$ cat src/rtl/assoc_mem_arbiter.sv
// ---------------------------------------------------------------------------
// assoc_mem_arbiter
//
// Round-robin arbiter and access sequencer in front of a 4-bit-key,
// 4-bit-data associative memory with one-cycle registered lookup timing.
// Grants the memory port to one of two requesters, runs a read or write,
// returns a one-cycle ack with the result, tracks occupancy and refuses
// writes once every entry is used.
//
// Optional feature (compile-time macro ASSOC_DUP_CHECK_EN):
//   defined   - every write first probes its key; a stored key is refused
//               with rsp_err = 10 and no memory write happens.
//   undefined - writes go straight to WRITE; duplicate keys are stored.
//
// Ports:
//   clk, rst          clock (rising edge), asynchronous active-high reset
//   req[1:0]          per-requester request, held until its ack bit
//   req_we[1:0]       per-requester op: 1 = write, 0 = read
//   req_addr[7:0]     {addr1, addr0} keys
//   req_din[7:0]      {din1, din0} write data
//   ack[1:0]          one-cycle completion pulse to the granted requester
//   rsp_data[3:0]     read data (0 on miss and on writes), valid with ack
//   rsp_hit           read hit, valid with ack
//   rsp_err[1:0]      00 ok, 01 full, 10 duplicate key, valid with ack
//   gnt_id            current or last granted requester
//   full              occupancy == ENTRIES
//   mem_addr/din/wr   memory request side
//   mem_dout/mem_hit  memory registered lookup result
// ---------------------------------------------------------------------------
module assoc_mem_arbiter #(
    parameter int ENTRIES = 4
) (
    input  logic       clk,
    input  logic       rst,
    input  logic [1:0] req,
    input  logic [1:0] req_we,
    input  logic [7:0] req_addr,
    input  logic [7:0] req_din,
    output logic [1:0] ack,
    output logic [3:0] rsp_data,
    output logic       rsp_hit,
    output logic [1:0] rsp_err,
    output logic       gnt_id,
    output logic       full,
    output logic [3:0] mem_addr,
    output logic [3:0] mem_din,
    output logic       mem_wr,
    input  logic [3:0] mem_dout,
    input  logic       mem_hit
);

    localparam int OCC_W = $clog2(ENTRIES + 1);

    localparam logic [1:0] ERR_OK   = 2'b00;
    localparam logic [1:0] ERR_FULL = 2'b01;
    localparam logic [1:0] ERR_DUP  = 2'b10;

    typedef enum logic [2:0] {
        IDLE, LOOKUP, RESULT, PROBE, PCHECK, WRITE, DONE
    } state_t;

    state_t           state, state_nxt;
    logic             last_gnt;
    logic             grant_sel;
    logic [OCC_W-1:0] occ;

    assign full = (occ == OCC_W'(ENTRIES));

    // Round-robin pick: on a tie, the requester not granted last wins.
    always_comb begin
        // NOTE: every combinational output gets a default first so no path
        // leaves it unassigned, which would infer a latch.
        grant_sel = 1'b0;
        case (req)
            2'b10:   grant_sel = 1'b1;
            2'b11:   grant_sel = ~last_gnt;
            default: grant_sel = 1'b0;
        endcase
    end

    // State register.
    always_ff @(posedge clk or posedge rst) begin
        // NOTE: state is updated with non-blocking assignments so every
        // flop samples the pre-edge values of the others.
        if (rst) state <= IDLE;
        else     state <= state_nxt;
    end

    // Next-state logic.
    always_comb begin
        state_nxt = state;
        case (state)
            IDLE: begin
                if (|req) begin
                    if (req_we[grant_sel]) begin
`ifdef ASSOC_DUP_CHECK_EN
                        state_nxt = PROBE;
`else
                        state_nxt = WRITE;
`endif
                    end else begin
                        state_nxt = LOOKUP;
                    end
                end
            end
            LOOKUP: state_nxt = RESULT;
            RESULT: state_nxt = DONE;
`ifdef ASSOC_DUP_CHECK_EN
            PROBE:  state_nxt = PCHECK;
            PCHECK: state_nxt = (mem_hit || full) ? DONE : WRITE;
`endif
            WRITE:  state_nxt = DONE;
            DONE:   state_nxt = IDLE;
            default: state_nxt = IDLE;
        endcase
    end

    // Outputs decoded from state: both fall the instant reset forces IDLE.
    always_comb begin
        mem_wr = 1'b0;
        ack    = 2'b00;
        case (state)
            WRITE:   mem_wr = ~full;
            DONE:    ack    = gnt_id ? 2'b10 : 2'b01;
            default: ;
        endcase
    end

    // Grant capture, response registers and occupancy.
    always_ff @(posedge clk or posedge rst) begin
        if (rst) begin
            gnt_id   <= 1'b0;
            last_gnt <= 1'b1;
            mem_addr <= 4'h0;
            mem_din  <= 4'h0;
            rsp_data <= 4'h0;
            rsp_hit  <= 1'b0;
            rsp_err  <= ERR_OK;
            occ      <= '0;
        end else begin
            case (state)
                IDLE: begin
                    if (|req) begin
                        gnt_id   <= grant_sel;
                        last_gnt <= grant_sel;
                        mem_addr <= grant_sel ? req_addr[7:4] : req_addr[3:0];
                        mem_din  <= grant_sel ? req_din[7:4]  : req_din[3:0];
                    end
                end
                RESULT: begin
                    // The memory holds stale dout on a miss; never forward it.
                    rsp_data <= mem_hit ? mem_dout : 4'h0;
                    rsp_hit  <= mem_hit;
                    rsp_err  <= ERR_OK;
                end
`ifdef ASSOC_DUP_CHECK_EN
                PCHECK: begin
                    if (mem_hit) begin
                        rsp_data <= 4'h0;
                        rsp_hit  <= 1'b0;
                        rsp_err  <= ERR_DUP;
                    end else if (full) begin
                        rsp_data <= 4'h0;
                        rsp_hit  <= 1'b0;
                        rsp_err  <= ERR_FULL;
                    end
                end
`endif
                WRITE: begin
                    rsp_data <= 4'h0;
                    rsp_hit  <= 1'b0;
                    if (!full) begin
                        occ     <= occ + OCC_W'(1);
                        rsp_err <= ERR_OK;
                    end else begin
                        rsp_err <= ERR_FULL;
                    end
                end
                default: ;
            endcase
        end
    end

endmodule

$ cat config.mk
export PLATFORM = sky130hd
export DESIGN_NAME = assoc_mem_arbiter
export DESIGN_NICKNAME = d
export VERILOG_FILES = /design/src/rtl/assoc_mem_arbiter.sv
export SDC_FILE = /design/constraint.sdc
export NUM_CORES = 1
export LEC_CHECK = 0
export BUFFER_PORTS_ARGS = -buffer_cell sky130_fd_sc_hd__buf_2
export CAP_MARGIN = 20
export CORE_UTILIZATION = 46
export DETAILED_ROUTE_END_ITERATION = 12
export PLACE_DENSITY_LB_ADDON = 0.05
export SETUP_SLACK_MARGIN = 0.5
export SYNTH_ARGS = -nofsm -noshare
export SYNTH_HDL_FRONTEND = slang
export SYNTH_SLANG_ARGS = --single-unit
$ cat constraint.sdc
create_clock -name clk -period 1.6 [get_ports clk]
set_input_delay 0.16 -clock clk [delete_from_list [all_inputs] [get_ports clk]]
set_output_delay 0.16 -clock clk [all_outputs]
set_load 0.05 [all_outputs]
==> impl_metrics.tcl <==
set metrics [dict create \
    cp-start-kind "register" \
    hold_end "last_gnt" \
    grt_max_degree 13 \
    drc 0 \
    hold_violations 0 \
    first_pass_iters 4 \
    slowest_stage "dfrtp_2" \
    h-tree-depth 1 \
    slew_violations 0 \
    drive_gt1_share_pct 71.0 \
    fp.dieW_um 51.3 \
    die_y_um 51.3 \
    start_util_pct 49.6 \
    post-route-cell-area_mm2 0.00201 \
    clk_latency_ns 0.29 \
    multi_input_area_um2 744 \
    p_int_mw 2.53 \
    finalSetupViolations 0 \
    pwr-share-comb_pct 69.8 \
    rsz0062_at_grt "yes" \
    dieArea_mm2 0.00263 \
    hold_class "primary input to register" \
    ys_ff_latch 22 \
    num_io_pins 47 \
    synth_warnings 0 \
    core_mm2 0.00225 \
    clock_power_share_pct 6.3 \
    power.switching_mw 2.17 \
    final_util_pct 89.3 \
    reg2reg_depth 5 \
    grt_pass1_vias 1092 \
    period_share_pct 95.4 \
    numCtsBuffers 3 \
    drt-total-wl_um 3880 \
    r2r-start "state[1]" \
    cp_max_fo 6 \
    avgRoutedWirePerCell_um 18.4 \
    num_vias 1166 \
    endpoint_kind "register" \
    cp_cell_sequence "nand3b_1 > nor2_4 > buf_4 > buf_6 > mux2_4" \
    ys_seq_area_share_pct 49.3 \
    grt_pass1_wl_um 4870 \
    most-common-layout-cells "35 x buf_4, 26 x buf_2, 16 x dfrtp_1, 16 x buf_6, 8 x a21oi_1" \
    p_seq_share_pct 23.8 \
    row_count 17 \
    dpl_cell_area_mm2 0.00147 \
    final_cells 211 \
    cts.sinks 22 \
    p_leak_nw 0.913 \
    cap_violations 0 \
    critPathMaxStageDelay_ns 0.46 \
    hp-start "req[0]" \
    nFillCells 96 \
    ant_nets 0 \
    reg2reg_to "occ[1]" \
    gp_congestion 0.734 \
    status "complete, no violations" \
    final_common_cell "buf_4" \
    p_per_area_mw_per_mm2 2340 \
    fin_setup_tns_ns 0 \
    ctsRootBufferMaster "clkbuf_4" \
    netlist_area_mm2 0.00112 \
    crit_arrival_ns 1.72 \
    vias_per_cell 5.53 \
    clk_path_buf_depth 2 \
    critPathTopFamily "flip-flops" \
    rrSetupSlack_ns 0.07 \
    gr-total-overflow 0 \
    synth.avg_cell_area_um2 10.7 \
    post-route-min-period_ns 1.53 \
    path_buf_inv 2 \
    drt_iter0_drc 21 \
    dp.cells 175 \
    critPathRequiredTime_ns 1.80 \
    syn-instance-count 105 \
    path_class "register to register" \
    swShare_pct 46.2 \
    hpwl_um 1880 \
    hold_depth 2 \
    place_ws_ns 0.201 \
    holdWs_ns 0.134 \
    timing.fmax_mhz 655 \
    clkTransAtPathRegs_ns 0.12 \
    area_growth_syn_to_layout_pct 80.1 \
    io_buffer_count 45 \
    netlist-cell-type-count 37 \
    antenna_found_initial 0 \
    grt_usage_pct 25.3 \
    cts_tree "built" \
    syn_nets 134 \
    diodes 0 \
    skew_ns 0.00243 \
    fin_total_pwr_mw 4.70 \
    ir_drop_uv 1620 \
    fin_ws_ns 0.0732 \
    seqCellArea_um2 558 \
    final_nets 213 \
]
## metal layers
metal | GRT usage [%] | vias to the layer above | wire length, um
li1 | - | 548 | -
met1 | 30.9 | 568 | 1580
met2 | 44.3 | 44 | 2090
met3 | 4.17 | 6 | 145
met4 | 9.91 | 0 | 62
met5 | 0 | - | 0
## how the worst max path moves through the flow
stage                     startpoint     end  slack [ns]  depth (start not counted)
after global routing        state[1]  occ[1]        0.04                          5
after detailed placement    state[0]  mem_wr        0.20                          3
after global placement      state[0]  mem_wr        0.22                          3
after floorplan               occ[1]  occ[1]        0.08                          5
after CTS                     occ[1]  mem_wr        0.12                          5
final                       state[1]  occ[1]        0.07                          5
## power groups by stage
| stage | registers, mW | logic (mW) | clock network (mW) |
|---|---|---|---|
| floorplan | 1.69 | 1.07 | 0 |
| global placement | 1.09 | 1.99 | 0 |
| detailed placement | 1.11 | 2.02 | 0 |
| CTS | 1.09 | 2.67 | 0.311 |
| global route | 1.15 | 3.41 | 0.329 |
| finish | 1.12 | 3.29 | 0.298 |
## flip-flops by register name, indices dropped and copies added (netlist names)
name / flops
mem_addr: 4
mem_din: 4
rsp_data: 4
occ: 3
state: 3
gnt_id: 1
last_gnt: 1
rsp_err: 1
rsp_hit: 1
## synth_stat cells, drive strengths merged
master / n / share of area [%]
dfrtp: 21 / 47
a21oi: 13 / 7.2
a2bb2oi: 8 / 6.3
nor2: 8 / 2.9
o32ai: 8 / 6.3
buf: 5 / 3.2
inv: 5 / 1.7
nor3: 5 / 3.2
nor2b: 3 / 1.7
a31oi: 2 / 1.1
clkbuf: 2 / 0.67
ha: 2 / 2.2
nand2: 2 / 0.67
nand2b: 2 / 1.1
o21ai: 2 / 0.89
o22ai: 2 / 1.7
a21bo: 1 / 0.89
a21o: 1 / 0.67
a41oi: 1 / 0.78
and2: 1 / 0.56
and2b: 1 / 0.67
and4: 1 / 0.78
clkinv: 1 / 0.34
conb: 1 / 0.34
dfstp: 1 / 2.3
mux2: 1 / 1.0
nand3b: 1 / 0.67
nor4bb: 1 / 0.89
o21a: 1 / 0.67
or3b: 1 / 0.78
xnor2: 1 / 0.78
## timing repair
| item | 4_1_cts | 5_1_grt |
|---|---|---|
| hold buffers | 1 | 0 |
| cloned | 1 | 0 |
| endpoints found under the setup margin | 39 | 39 |
| resized for setup | 41 | 27 |
| pin swaps | 4 | 4 |
| hold endpoints to repair | 9 | 0 |
| buffers inserted | 15 | 15 |
## area by class of cell
cell class | instances | area share, %
Clock buffer | 4 | 1.80
Inverter | 6 | 1.12
Multi-Input combinational cell | 71 | 37.0
Sequential cell | 22 | 27.7
Tap cell | 28 | 1.74
Timing Repair Buffer | 80 | 30.7
## cells by family (layout without fill, tap and decap cells)
family	after synthesis	in the layout	share of synthesized area (%)
multiplexers	1	1	1.01
AO/OA/AOI/OAI	39	40	26.4
XOR/XNOR	1	1	0.783
other	1	1	0.335
adder cells (fa/ha/maj)	2	2	2.24
AND/OR/NAND/NOR	26	26	14.0
flip-flops	22	22	49.3
buffers and inverters	13	90	5.93
(Power assumes the default switching activity.)
